===== src/rtl/ghost_collision_pkg.sv =====
// ghost_collision_pkg: shared types and default constants for the collision / life manager.
package ghost_collision_pkg;

   typedef enum logic [1:0] {
      PLAYING = 2'd0,
      DYING   = 2'd1,
      RESPAWN = 2'd2,
      OVER    = 2'd3
   } collision_state_t;

   // Bit position of each ghost in ghost_eaten and in the internal hit vector
   typedef enum logic [1:0] {
      RED    = 2'd0,
      BLUE   = 2'd1,
      YELLOW = 2'd2,
      PINK   = 2'd3
   } ghost_e;

   localparam int NUM_GHOSTS        = 4;
   localparam int POS_W             = 9;
   localparam int LIVES_DEF         = 3;
   localparam int TOL_DEF           = 6;
   localparam int DEATH_FRAMES_DEF  = 120;
   localparam int FRIGHT_FRAMES_DEF = 360;

   // Bits needed to hold values 0..n
   function automatic int cnt_w(input int n);
      return (n < 2) ? 1 : $clog2(n + 1);
   endfunction

endpackage


===== src/rtl/ghost_collision_if.sv =====
// ghost_collision_if: positions/strobes from the movement stages, control back to them and the HUD.
interface ghost_collision_if;
   import ghost_collision_pkg::*;

   logic             frame_stb;
   logic [POS_W-1:0] x_pac, y_pac;
   logic [POS_W-1:0] x_red, y_red, x_blue, y_blue;
   logic [POS_W-1:0] x_yellow, y_yellow, x_pink, y_pink;
   logic             power_stb;
   logic             freeze;
   logic             respawn;
   logic [2:0]       lives;
   logic             game_over;
   logic             frightened;
   logic [3:0]       ghost_eaten;

   modport master (
      output frame_stb, x_pac, y_pac, x_red, y_red, x_blue, y_blue,
             x_yellow, y_yellow, x_pink, y_pink, power_stb,
      input  freeze, respawn, lives, game_over, frightened, ghost_eaten
   );

   modport slave (
      input  frame_stb, x_pac, y_pac, x_red, y_red, x_blue, y_blue,
             x_yellow, y_yellow, x_pink, y_pink, power_stb,
      output freeze, respawn, lives, game_over, frightened, ghost_eaten
   );
endinterface


===== src/rtl/ghost_collision_ghost_overlap.sv =====
// ghost_overlap: combinational box test between Pac-Man and one ghost.
// Absolute differences are taken larger-minus-smaller so they never wrap.
module ghost_overlap
   import ghost_collision_pkg::*;
#(
   parameter int TOL = TOL_DEF
) (
   input  logic [POS_W-1:0] x_a,
   input  logic [POS_W-1:0] y_a,
   input  logic [POS_W-1:0] x_b,
   input  logic [POS_W-1:0] y_b,
   output logic             hit
);

   localparam logic [POS_W:0] TOL_V = (POS_W+1)'(TOL);

   logic [POS_W-1:0] dx, dy;

   // Unsigned distance per axis, then strict compare against the tolerance
   always_comb begin
      dx  = (x_a >= x_b) ? (x_a - x_b) : (x_b - x_a);
      dy  = (y_a >= y_b) ? (y_a - y_b) : (y_b - y_a);
      hit = ({1'b0, dx} < TOL_V) && ({1'b0, dy} < TOL_V);
   end

endmodule


===== src/rtl/ghost_collision.sv =====
// ghost_collision: per-frame collision detect plus death / respawn / game-over sequencing.
// Optional feature macro: POWER_PELLET_EN (fright counter, ghost_eaten pulses).
// Outputs are decoded from registers only; nothing combinational reaches them from inputs.
module ghost_collision
   import ghost_collision_pkg::*;
#(
   parameter int LIVES         = LIVES_DEF,
   parameter int TOL           = TOL_DEF,
   parameter int DEATH_FRAMES  = DEATH_FRAMES_DEF,
   parameter int FRIGHT_FRAMES = FRIGHT_FRAMES_DEF
) (
   input logic              vga_pix_clk,
   input logic              rst_n,
   ghost_collision_if.slave gc
);

   localparam int DC_W = cnt_w(DEATH_FRAMES);
   localparam int FC_W = cnt_w(FRIGHT_FRAMES);

   collision_state_t                     state_q, state_d;
   logic [2:0]                           lives_q, lives_d;
   logic [DC_W-1:0]                      death_q, death_d;
   logic [NUM_GHOSTS-1:0][POS_W-1:0]     x_g, y_g;
   logic [NUM_GHOSTS-1:0]                hit;
   logic                                 any_hit;
   logic                                 fright_now;
   logic [NUM_GHOSTS-1:0]                eaten_d;

   assign x_g[RED]    = gc.x_red;     assign y_g[RED]    = gc.y_red;
   assign x_g[BLUE]   = gc.x_blue;    assign y_g[BLUE]   = gc.y_blue;
   assign x_g[YELLOW] = gc.x_yellow;  assign y_g[YELLOW] = gc.y_yellow;
   assign x_g[PINK]   = gc.x_pink;    assign y_g[PINK]   = gc.y_pink;

   for (genvar g = 0; g < NUM_GHOSTS; g++) begin : g_ovl
      ghost_overlap #(.TOL(TOL)) u_ovl (
         .x_a (gc.x_pac),
         .y_a (gc.y_pac),
         .x_b (x_g[g]),
         .y_b (y_g[g]),
         .hit (hit[g])
      );
   end

   assign any_hit = |hit;

`ifdef POWER_PELLET_EN
   logic [FC_W-1:0]       fright_q, fright_d;
   logic [NUM_GHOSTS-1:0] eaten_q;

   // Hits are judged against the registered count, so a same-cycle power_stb does not rescue Pac-Man
   assign fright_now = (fright_q != '0);

   // Fright window: reload on pellet while playing, clear on respawn, count down per frame
   always_comb begin
      fright_d = fright_q;
      if (state_q == RESPAWN)
         fright_d = '0;
      else if (state_q == PLAYING && gc.power_stb)
         fright_d = FC_W'(FRIGHT_FRAMES);
      else if (gc.frame_stb && fright_now)
         fright_d = fright_q - 1'b1;
   end

   // Fright counter and one-cycle eaten pulses
   always_ff @(posedge vga_pix_clk or negedge rst_n) begin
      if (!rst_n) begin
         fright_q <= '0;
         eaten_q  <= '0;
      end else begin
         fright_q <= fright_d;
         eaten_q  <= eaten_d;
      end
   end

   assign gc.frightened  = fright_now;
   assign gc.ghost_eaten = eaten_q;
`else
   logic unused_power_stb;

   assign unused_power_stb = gc.power_stb;
   assign fright_now       = 1'b0;
   assign gc.frightened    = 1'b0;
   assign gc.ghost_eaten   = '0;
`endif

   // Next-state: hit handling in PLAYING, death countdown in DYING, one-cycle RESPAWN
   always_comb begin
      state_d = state_q;
      lives_d = lives_q;
      death_d = death_q;
      eaten_d = '0;
      unique case (state_q)
         PLAYING: begin
            if (gc.frame_stb && any_hit) begin
               if (fright_now) begin
                  eaten_d = hit;
               end else begin
                  // Any number of simultaneous hits costs a single life
                  lives_d = lives_q - 3'd1;
                  death_d = DC_W'(DEATH_FRAMES - 1);
                  state_d = DYING;
               end
            end
         end
         DYING: begin
            if (gc.frame_stb) begin
               if (death_q == '0)
                  state_d = (lives_q == 3'd0) ? OVER : RESPAWN;
               else
                  death_d = death_q - 1'b1;
            end
         end
         RESPAWN: state_d = PLAYING;
         OVER:    state_d = OVER;
         default: state_d = PLAYING;
      endcase
   end

   // State, lives and death counter registers
   always_ff @(posedge vga_pix_clk or negedge rst_n) begin
      if (!rst_n) begin
         state_q <= PLAYING;
         lives_q <= 3'(LIVES);
         death_q <= '0;
      end else begin
         state_q <= state_d;
         lives_q <= lives_d;
         death_q <= death_d;
      end
   end

   assign gc.freeze    = (state_q != PLAYING);
   assign gc.respawn   = (state_q == RESPAWN);
   assign gc.game_over = (state_q == OVER);
   assign gc.lives     = lives_q;

endmodule

===== src/flat_wrapper.sv =====
// flat-port wrapper written by rule: the top's interface ports become plain ports
module ghost_collision_flat import ghost_collision_pkg::*;
#(
   parameter int LIVES         = LIVES_DEF,
   parameter int TOL           = TOL_DEF,
   parameter int DEATH_FRAMES  = DEATH_FRAMES_DEF,
   parameter int FRIGHT_FRAMES = FRIGHT_FRAMES_DEF
)
  (vga_pix_clk, rst_n, gc_frame_stb, gc_x_pac, gc_y_pac, gc_x_red, gc_y_red, gc_x_blue, gc_y_blue, gc_x_yellow, gc_y_yellow, gc_x_pink, gc_y_pink, gc_power_stb, gc_freeze, gc_respawn, gc_lives, gc_game_over, gc_frightened, gc_ghost_eaten);
  ghost_collision_if gc_i ();
  input logic vga_pix_clk;
  input logic rst_n;
  input wire logic [$bits(gc_i.frame_stb)-1:0] gc_frame_stb;
  input wire logic [$bits(gc_i.x_pac)-1:0] gc_x_pac;
  input wire logic [$bits(gc_i.y_pac)-1:0] gc_y_pac;
  input wire logic [$bits(gc_i.x_red)-1:0] gc_x_red;
  input wire logic [$bits(gc_i.y_red)-1:0] gc_y_red;
  input wire logic [$bits(gc_i.x_blue)-1:0] gc_x_blue;
  input wire logic [$bits(gc_i.y_blue)-1:0] gc_y_blue;
  input wire logic [$bits(gc_i.x_yellow)-1:0] gc_x_yellow;
  input wire logic [$bits(gc_i.y_yellow)-1:0] gc_y_yellow;
  input wire logic [$bits(gc_i.x_pink)-1:0] gc_x_pink;
  input wire logic [$bits(gc_i.y_pink)-1:0] gc_y_pink;
  input wire logic [$bits(gc_i.power_stb)-1:0] gc_power_stb;
  output wire logic [$bits(gc_i.freeze)-1:0] gc_freeze;
  output wire logic [$bits(gc_i.respawn)-1:0] gc_respawn;
  output wire logic [$bits(gc_i.lives)-1:0] gc_lives;
  output wire logic [$bits(gc_i.game_over)-1:0] gc_game_over;
  output wire logic [$bits(gc_i.frightened)-1:0] gc_frightened;
  output wire logic [$bits(gc_i.ghost_eaten)-1:0] gc_ghost_eaten;
  assign gc_i.frame_stb = gc_frame_stb;
  assign gc_i.x_pac = gc_x_pac;
  assign gc_i.y_pac = gc_y_pac;
  assign gc_i.x_red = gc_x_red;
  assign gc_i.y_red = gc_y_red;
  assign gc_i.x_blue = gc_x_blue;
  assign gc_i.y_blue = gc_y_blue;
  assign gc_i.x_yellow = gc_x_yellow;
  assign gc_i.y_yellow = gc_y_yellow;
  assign gc_i.x_pink = gc_x_pink;
  assign gc_i.y_pink = gc_y_pink;
  assign gc_i.power_stb = gc_power_stb;
  assign gc_freeze = gc_i.freeze;
  assign gc_respawn = gc_i.respawn;
  assign gc_lives = gc_i.lives;
  assign gc_game_over = gc_i.game_over;
  assign gc_frightened = gc_i.frightened;
  assign gc_ghost_eaten = gc_i.ghost_eaten;
  ghost_collision #(.LIVES(LIVES), .TOL(TOL), .DEATH_FRAMES(DEATH_FRAMES), .FRIGHT_FRAMES(FRIGHT_FRAMES)) u_core (.vga_pix_clk(vga_pix_clk), .rst_n(rst_n), .gc(gc_i));
endmodule

===== config.mk =====
export PLATFORM = sky130hd
export DESIGN_NAME = ghost_collision_flat
export DESIGN_NICKNAME = d
export VERILOG_FILES = /design/src/rtl/ghost_collision_pkg.sv /design/src/rtl/ghost_collision_if.sv /design/src/rtl/ghost_collision_ghost_overlap.sv /design/src/rtl/ghost_collision.sv /design/src/flat_wrapper.sv
export SDC_FILE = /design/constraint.sdc
export NUM_CORES = 1
export LEC_CHECK = 0
export ABC_AREA = 1
export BUFFER_PORTS_ARGS = -buffer_cell sky130_fd_sc_hd__buf_2
export CORE_AREA = 3 3 186 188
export CTS_CLUSTER_DIAMETER = 50
export DETAILED_ROUTE_END_ITERATION = 10
export DIE_AREA = 0 0 189 191
export HOLD_SLACK_MARGIN = 0.08
export SLEW_MARGIN = 10
export SYNTH_ARGS = -nofsm -noshare
export SYNTH_HDL_FRONTEND = slang
export SYNTH_SLANG_ARGS = --single-unit

===== constraint.sdc =====
create_clock -name vga_pix_clk -period 2 [get_ports vga_pix_clk]
set_input_delay 0.2 -clock vga_pix_clk [delete_from_list [all_inputs] [get_ports vga_pix_clk]]
set_output_delay 0.2 -clock vga_pix_clk [all_outputs]
set_load 0.03 [all_outputs]

==> metrics.txt, run 1 <==
# TYPE chip_impl_metric gauge
chip_impl_metric{name="ys_seq_elements",unit=""} 12
chip_impl_metric{name="syn_area_per_cell",unit="µm²"} 5.39
chip_impl_metric{name="wirelength",unit="mm"} 26.9
chip_impl_metric{name="buffers_from_clock_root_to_sink_at_most",unit=""} 2
chip_impl_metric{name="ir_drop",unit="V"} 0.000282
chip_impl_metric{name="io_pins",unit=""} 105
chip_impl_metric{name="floorplan.core_area",unit="µm²"} 33300
chip_impl_metric{name="worst-endpoint-required",unit="ps"} 2190
chip_impl_metric{name="power.density_cell_area",unit="nW/µm²"} 397
chip_impl_metric{name="slew-limit-headroom",unit=""} 0.498
chip_impl_metric{name="route.vias.total",unit=""} 10000
chip_impl_metric{name="use_met3",unit=""} 0.00844
chip_impl_metric{name="postLayoutCoreUtil",unit=""} 0.345
chip_impl_metric{name="grt_max_degree",unit=""} 13
chip_impl_metric{name="static-leakage-power",unit="nW"} 6.76
chip_impl_metric{name="area.growth.synth_to_final",unit="%"} 39.5
chip_impl_metric{name="final_antenna_net_count",unit=""} 0
chip_impl_metric{name="io_buffers",unit=""} 98
chip_impl_metric{name="h-tree-depth",unit=""} 1
chip_impl_metric{name="fin_total_pwr",unit="mW"} 4.55
chip_impl_metric{name="layout.filler_cells",unit=""} 3673
chip_impl_metric{name="antennaDiodeCount",unit=""} 0
chip_impl_metric{name="floorplan.initialDensity",unit=""} 0.247
chip_impl_info{name="gr-max-usage-layer",value="met2"} 1
chip_impl_metric{name="grt_use_met1",unit=""} 0.195
chip_impl_info{name="min-delay-path-class",value="input port to register"} 1
chip_impl_metric{name="nNetsFinal",unit=""} 2067
chip_impl_metric{name="synth_warnings",unit=""} 0
chip_impl_metric{name="grt_antenna_before_repair",unit=""} 1
chip_impl_metric{name="worst_margin_slew",unit="ps"} 751
chip_impl_metric{name="clock_latency",unit="ps"} 250
chip_impl_metric{name="postSynth.asyncResetShare",unit=""} 1.00
chip_impl_metric{name="min_clock_period_post_route",unit="ps"} 2270
chip_impl_info{name="critical_path_capture_point_type",value="register"} 1
chip_impl_info{name="tritoncts",value="done"} 1
chip_impl_metric{name="worst_setup_hold_path_clk_slew",unit="ps"} 50
chip_impl_metric{name="row_count",unit=""} 67
chip_impl_metric{name="slew_limit_fails",unit=""} 0
chip_impl_metric{name="place.detailed.hpwl",unit="mm"} 23.0
chip_impl_info{name="run_status",value="finished, violations left"} 1
chip_impl_metric{name="avgViaCountPerCell",unit=""} 4.43
chip_impl_metric{name="post-route-period-util",unit=""} 1.14
chip_impl_metric{name="timing.critical_path.arrival",unit="ps"} 2460
chip_impl_metric{name="final_layout_size_suffix_gt1_frac",unit=""} 0.272
chip_impl_metric{name="grt_pass1_vias",unit=""} 9532
chip_impl_metric{name="mapped_cell_area",unit="µm²"} 8230
chip_impl_metric{name="detail_route.first_pass.iterations",unit=""} 5
chip_impl_metric{name="detailedPlace.worstSlack",unit="ps"} -749
chip_impl_metric{name="groute.usage.overall",unit=""} 0.144
chip_impl_info{name="critical_path.startpoint_type",value="input port"} 1
chip_impl_metric{name="dieHeight",unit="µm"} 191
chip_impl_metric{name="clock_sinks",unit=""} 12
chip_impl_metric{name="drc_errors",unit=""} 0
chip_impl_info{name="violations",value="setup timing"} 1
chip_impl_metric{name="postLayoutCellArea",unit="µm²"} 11500
chip_impl_metric{name="setup_violations",unit=""} 12
chip_impl_metric{name="final.setup_skew",unit="ps"} 3.57
chip_impl_metric{name="synth_cells",unit=""} 1526
chip_impl_metric{name="drtIter0Drc",unit=""} 509
chip_impl_metric{name="route.detailed.wl_per_inst",unit="µm"} 11.9
chip_impl_metric{name="grt_remaining_overflow",unit=""} 0
chip_impl_metric{name="grt_pass1_wl",unit="mm"} 43.9
chip_impl_metric{name="synth_cell_types",unit=""} 36
chip_impl_metric{name="grt.met2_usage",unit=""} 0.256
chip_impl_metric{name="worst-path-max-fanout",unit=""} 5
chip_impl_metric{name="worst_slack",unit="ps"} -272
chip_impl_metric{name="placedInstanceArea",unit="µm²"} 10700
chip_impl_info{name="timing_worst_setup_path_type",value="input port to register"} 1
chip_impl_info{name="yosys_most_used_dff",value="sky130_fd_sc_hd__dfrtp_1"} 1
chip_impl_metric{name="die_w",unit="µm"} 189
chip_impl_info{name="unrepaired_setup_endpoints_after_global_routing",value="yes"} 1
chip_impl_metric{name="globalplace.congestion",unit=""} 0.892
chip_impl_metric{name="max_freq",unit="MHz"} 440
chip_impl_metric{name="hold_violations",unit=""} 0
chip_impl_metric{name="synth_edf_count",unit=""} 0
chip_impl_metric{name="cts-buffers-inserted",unit=""} 3
chip_impl_metric{name="die_area",unit="µm²"} 36100
chip_impl_info{name="cts_root_buffer",value="sky130_fd_sc_hd__clkbuf_16"} 1
chip_impl_metric{name="yosysSeqAreaShare",unit=""} 0.0368
chip_impl_metric{name="max_cap_viols",unit=""} 0
## sequential cells by signal (all words and copies together) (netlist names)
register	cells
u_core.gc.lives	3
u_core.state_q	2
u_core.death_q	7
## synth_stat cells (all sizes together) (7+ instances only)
cell type,number,area share
a21oi,67,0.041
buf,19,0.016
dfrtp,10,0.030
fa,16,0.039
ha,140,0.21
inv,298,0.14
nand2,578,0.27
nand3,194,0.13
nand4,27,0.021
nor2,112,0.054
o21a,11,0.010
or2,23,0.018
xor2,7,0.0075
## critical path, cell delays in order
cell	delay, ps
sky130_fd_sc_hd__buf_12	120
sky130_fd_sc_hd__inv_12	60
sky130_fd_sc_hd__buf_6	90
sky130_fd_sc_hd__ha_4	110
sky130_fd_sc_hd__inv_2	40
sky130_fd_sc_hd__fa_2	330
sky130_fd_sc_hd__or2_4	250
sky130_fd_sc_hd__nand3_2	60
sky130_fd_sc_hd__nand2_1	40
sky130_fd_sc_hd__nor2_1	110
sky130_fd_sc_hd__nand2_1	70
sky130_fd_sc_hd__nor2_1	100
sky130_fd_sc_hd__nand2_1	60
sky130_fd_sc_hd__nor2_1	90
sky130_fd_sc_hd__nor2_1	50
sky130_fd_sc_hd__nor2_1	110
sky130_fd_sc_hd__nor2_2	70
sky130_fd_sc_hd__buf_6	130
sky130_fd_sc_hd__nand2_4	70
sky130_fd_sc_hd__nand3_2	80
sky130_fd_sc_hd__nand2_1	90
sky130_fd_sc_hd__nand2_1	50
sky130_fd_sc_hd__inv_1	60
## per-layer routing
layer	routed length [µm]	part of all wire
met1	12800	0.48
met2	12600	0.47
met3	1200	0.044
met4	283	0.011
met5	17	0.00063
## cell usage in the layout, fill, tap and decap left out, drive strengths merged, types with 5 or more instances in the layout
cell	n
xor2	7
clkinvlp	5
nand3	195
nor2	112
o21a	11
a21oi	67
inv	292
nand2	578
conb	5
fa	16
or2	23
nand4	27
dfrtp	10
ha	140
buf	300
## metrics by stage
step	setup TNS, ps	instances	hold WS (ps)
after floorplan	-524	1530	-95.6
after global placement	-8530	2242	91.6
after detailed placement	-8510	2242	98.2
after CTS	-3070	2258	239
after global routing	-4760	2264	257
final	-2810	2264	241
## final cells by class
class / instances / area [µm²] / area share
Multi-Input combinational cell: 1200 / 7230 / 0.630
Timing Repair Buffer: 301 / 2120 / 0.185
Inverter: 299 / 1170 / 0.102
Tap cell: 448 / 561 / 0.0488
Sequential cell: 12 / 303 / 0.0264
Clock buffer: 4 / 88.8 / 0.00774
## repair_timing
action / in CTS / in global routing
hold buffers: 1 / 0
endpoints found under the setup margin: 12 / 12
pin swaps: 35 / 46
endpoints found under the hold margin: 10 / 0
buffers inserted: 10 / 6
gates resized for setup: 38 / 99
gates cloned: 1 / 0
## kinds of logic after synthesis
logic type | share of synthesized area
and+or+nand+nor | 0.488
buffers and inverters | 0.153
adders and majority gates | 0.252
DFF | 0.0368
other | 0.000456
AOI/OAI and AO/OA | 0.0613
xor gates and xnor gates | 0.00852
## power by group
group          internal (mW)  switching, mW  leakage [nW]
Combinational           1.54           2.14          6.57
Sequential             0.346          0.114         0.145
Clock                  0.303          0.115        0.0442
## worst paths after layout
path	from	to	slack (ps)	cells after the start
max	gc_x_pac[0]	u_core.gc.lives[0]	-270	23
max in group asynchronous	rst_n	u_core.gc.lives[1]	1360	2
max reg2reg	u_core.state_q[0]	u_core.death_q[3]	380	5
min reg2reg	u_core.gc.lives[1]	u_core.gc.lives[1]	490	2
min	gc_frame_stb	u_core.gc.lives[1]	240	3
min in group asynchronous	rst_n	u_core.death_q[6]	370	2
No activity file was read; power rests on OpenSTA's default activity.
==> inputs of run 2 (changes only) <==
Settings changed: SETUP_SLACK_MARGIN set to 0.3.
==> run 2 against run 1 <==
The flow still finishes with violations (setup timing). Sequential cell count unchanged. First-iteration DRC count up 6.3%. Cell area down 0.57%. Routed wire length down 0.61%. Highest routed layer is now met4.
==> metrics.txt, run 2 (same netlist as run 1, synthesis figures left out) <==
# TYPE chip_impl_metric gauge
chip_impl_metric{name="path_depth",unit=""} 20
chip_impl_metric{name="grt_pass1_vias",unit=""} 9076
chip_impl_metric{name="worst-endpoint-required",unit="ps"} 2130
chip_impl_metric{name="largest_reg_flops",unit=""} 7
chip_impl_metric{name="min_clock_period_post_route",unit="ps"} 2330
chip_impl_metric{name="postLayoutCellArea",unit="µm²"} 11400
chip_impl_info{name="crit_path_frequent_cell",value="sky130_fd_sc_hd__nand2_1"} 1
chip_impl_metric{name="worst_path_largest_cell_delay",unit="ps"} 380
chip_impl_metric{name="cts-buffers-inserted",unit=""} 3
chip_impl_metric{name="detailedPlace.worstSlack",unit="ps"} -894
chip_impl_metric{name="antennaDiodeCount",unit=""} 0
chip_impl_metric{name="power.density_cell_area",unit="nW/µm²"} 398
chip_impl_metric{name="h-tree-depth",unit=""} 1
chip_impl_info{name="cts_root_buffer",value="sky130_fd_sc_hd__clkbuf_16"} 1
chip_impl_metric{name="detail_route.first_pass.iterations",unit=""} 5
chip_impl_metric{name="fin_total_pwr",unit="mW"} 4.54
chip_impl_info{name="tritoncts",value="done"} 1
chip_impl_info{name="critical_path.startpoint_type",value="input port"} 1
chip_impl_metric{name="final_layout_size_suffix_gt1_frac",unit=""} 0.259
chip_impl_metric{name="buffers_from_clock_root_to_sink_at_most",unit=""} 2
chip_impl_metric{name="die_area",unit="µm²"} 36100
chip_impl_metric{name="worst_setup_hold_path_clk_slew",unit="ps"} 40
chip_impl_metric{name="static-leakage-power",unit="nW"} 6.80
chip_impl_info{name="layout_common_cells",value="sky130_fd_sc_hd__nand2_1, sky130_fd_sc_hd__inv_1, sky130_fd_sc_hd__buf_4"} 1
chip_impl_info{name="critical_path_capture_point_type",value="register"} 1
chip_impl_metric{name="post-route-period-util",unit=""} 1.16
chip_impl_metric{name="worst_margin_slew",unit="ps"} 500
chip_impl_metric{name="r2r_setup_slack",unit="ps"} 520
chip_impl_metric{name="avgViaCountPerCell",unit=""} 4.38
chip_impl_metric{name="final.setup_skew",unit="ps"} 1.00
chip_impl_metric{name="drtIter0Drc",unit=""} 541
chip_impl_metric{name="clock_latency",unit="ps"} 240
chip_impl_metric{name="floorplan.initialDensity",unit=""} 0.247
chip_impl_info{name="registers.top_by_ff_count",value="u_core.death_q"} 1
chip_impl_metric{name="grt_antenna_before_repair",unit=""} 0
chip_impl_metric{name="drc_errors",unit=""} 0
chip_impl_metric{name="layout.filler_cells",unit=""} 3648
chip_impl_metric{name="slew_limit_fails",unit=""} 0
chip_impl_info{name="run_status",value="finished, violations left"} 1
chip_impl_metric{name="groute.usage.overall",unit=""} 0.143
chip_impl_info{name="unrepaired_setup_endpoints_after_global_routing",value="yes"} 1
chip_impl_metric{name="timing.reg2reg.worst_path_depth",unit=""} 10
chip_impl_info{name="layout_commonest_cell",value="sky130_fd_sc_hd__nand2_1"} 1
chip_impl_info{name="r2r_start",value="u_core.death_q[3]"} 1
chip_impl_info{name="crit_end",value="u_core.death_q[1]"} 1
chip_impl_metric{name="hold_violations",unit=""} 0
chip_impl_info{name="worstPathCellList",value="buf_2, inv_8, ha_4, inv_4, fa_2, or2_4, nand3_2, nand3_1, nor2_1, nand2_1, nor2_1, nand2_1, nand2_4, nand3_2, nand2_2, inv_4, nand3_4, nand3_4, nand2_2, nand2_1"} 1
chip_impl_info{name="timing_worst_setup_path_type",value="input port to register"} 1
chip_impl_metric{name="row_count",unit=""} 67
chip_impl_metric{name="placedInstanceArea",unit="µm²"} 11000
chip_impl_metric{name="ir_drop",unit="V"} 0.000683
chip_impl_metric{name="max_freq",unit="MHz"} 429
chip_impl_info{name="timing.rr.end",value="u_core.death_q[1]"} 1
chip_impl_metric{name="worst-path-max-fanout",unit=""} 7
chip_impl_metric{name="final_antenna_net_count",unit=""} 0
chip_impl_metric{name="io_buffers",unit=""} 98
chip_impl_metric{name="timing.critical_path.arrival",unit="ps"} 2460
chip_impl_metric{name="grt_pass1_wl",unit="mm"} 43.3
chip_impl_metric{name="grt_max_degree",unit=""} 13
chip_impl_metric{name="area.growth.synth_to_final",unit="%"} 38.7
chip_impl_metric{name="grt_remaining_overflow",unit=""} 0
chip_impl_metric{name="slew-limit-headroom",unit=""} 0.666
chip_impl_metric{name="floorplan.core_area",unit="µm²"} 33300
chip_impl_metric{name="nNetsFinal",unit=""} 2072
chip_impl_metric{name="max_cap_viols",unit=""} 0
chip_impl_metric{name="globalplace.congestion",unit=""} 0.933
chip_impl_metric{name="die_w",unit="µm"} 189
chip_impl_metric{name="worst_slack",unit="ps"} -329
chip_impl_info{name="violations",value="setup timing"} 1
chip_impl_info{name="critPathSlowestCell",value="sky130_fd_sc_hd__fa_2"} 1
chip_impl_metric{name="setup_violations",unit=""} 12
chip_impl_metric{name="io_pins",unit=""} 105
chip_impl_info{name="critPathLaunch",value="gc_x_blue[0]"} 1
chip_impl_metric{name="route.vias.total",unit=""} 9936
chip_impl_metric{name="wirelength",unit="mm"} 26.8
chip_impl_metric{name="route.detailed.wl_per_inst",unit="µm"} 11.8
chip_impl_metric{name="place.detailed.hpwl",unit="mm"} 23.3
chip_impl_metric{name="dieHeight",unit="µm"} 191
chip_impl_info{name="critPathTopFamily",value="simple AND/OR/NAND/NOR gates"} 1
chip_impl_info{name="min-delay-path-class",value="input port to register"} 1
chip_impl_metric{name="worst-path-buf-inv",unit=""} 4
chip_impl_metric{name="clock_sinks",unit=""} 12
-- run 2: worst min path at each step --
stage	start	end	depth (start not counted)
global route	gc_frame_stb	u_core.gc.lives[2]	3
floorplan	rst_n	u_core.death_q[0]	0
finish	gc_frame_stb	u_core.gc.lives[1]	3
detailed placement	rst_n	u_core.state_q[0]	1
CTS	gc_frame_stb	u_core.gc.lives[2]	3
global placement	rst_n	u_core.state_q[0]	1
-- run 2: layout make-up --
cell class,count,area [µm²],area share
multi-input combinational,1200,7160,0.627
sequential,12,303,0.0265
tap,448,561,0.0491
timing repair buffer,306,2140,0.187
clock buffer,4,88.8,0.00778
inverter,299,1170,0.102
-- run 2: metal layers --
metal  track usage  up-vias  part of all wire
met5             0        -                 0
met2         0.250      178              0.47
met3       0.00715       21             0.032
met1         0.198     4424              0.48
li1              -     5313                 -
met4        0.0206        0             0.012
-- run 2: power breakdown --
part           internal (mW)  total, mW  switching [mW]
combinational           1.55       3.68            2.13
clock                  0.302      0.415           0.112
sequential             0.346      0.449           0.103
total                   2.20       4.54            2.34
-- run 2: repair_timing --
action,CTS,global route
cloned,1,0
gates resized for setup,41,48
pin swaps,29,10
hold buffers,1,0
hold endpoints to repair,10,0
buffers inserted,1,2
setup endpoints to repair,12,12
-- run 2: worst min-delay path, cell delays in order --
cell                      delay, ps
sky130_fd_sc_hd__buf_2          130
sky130_fd_sc_hd__nand3_2        100
sky130_fd_sc_hd__o21ai_2         50
-- run 2: through the flow --
step	utilization	hold slack, ps	instances	TNS, ps
after global routing	0.343	250	2269	-5040
after global placement	0.329	97.9	2260	-10710
final	0.343	237	2269	-3400
after CTS	0.337	236	2267	-3470
after detailed placement	0.329	100	2260	-10250
after floorplan	-	-95.6	1530	-517
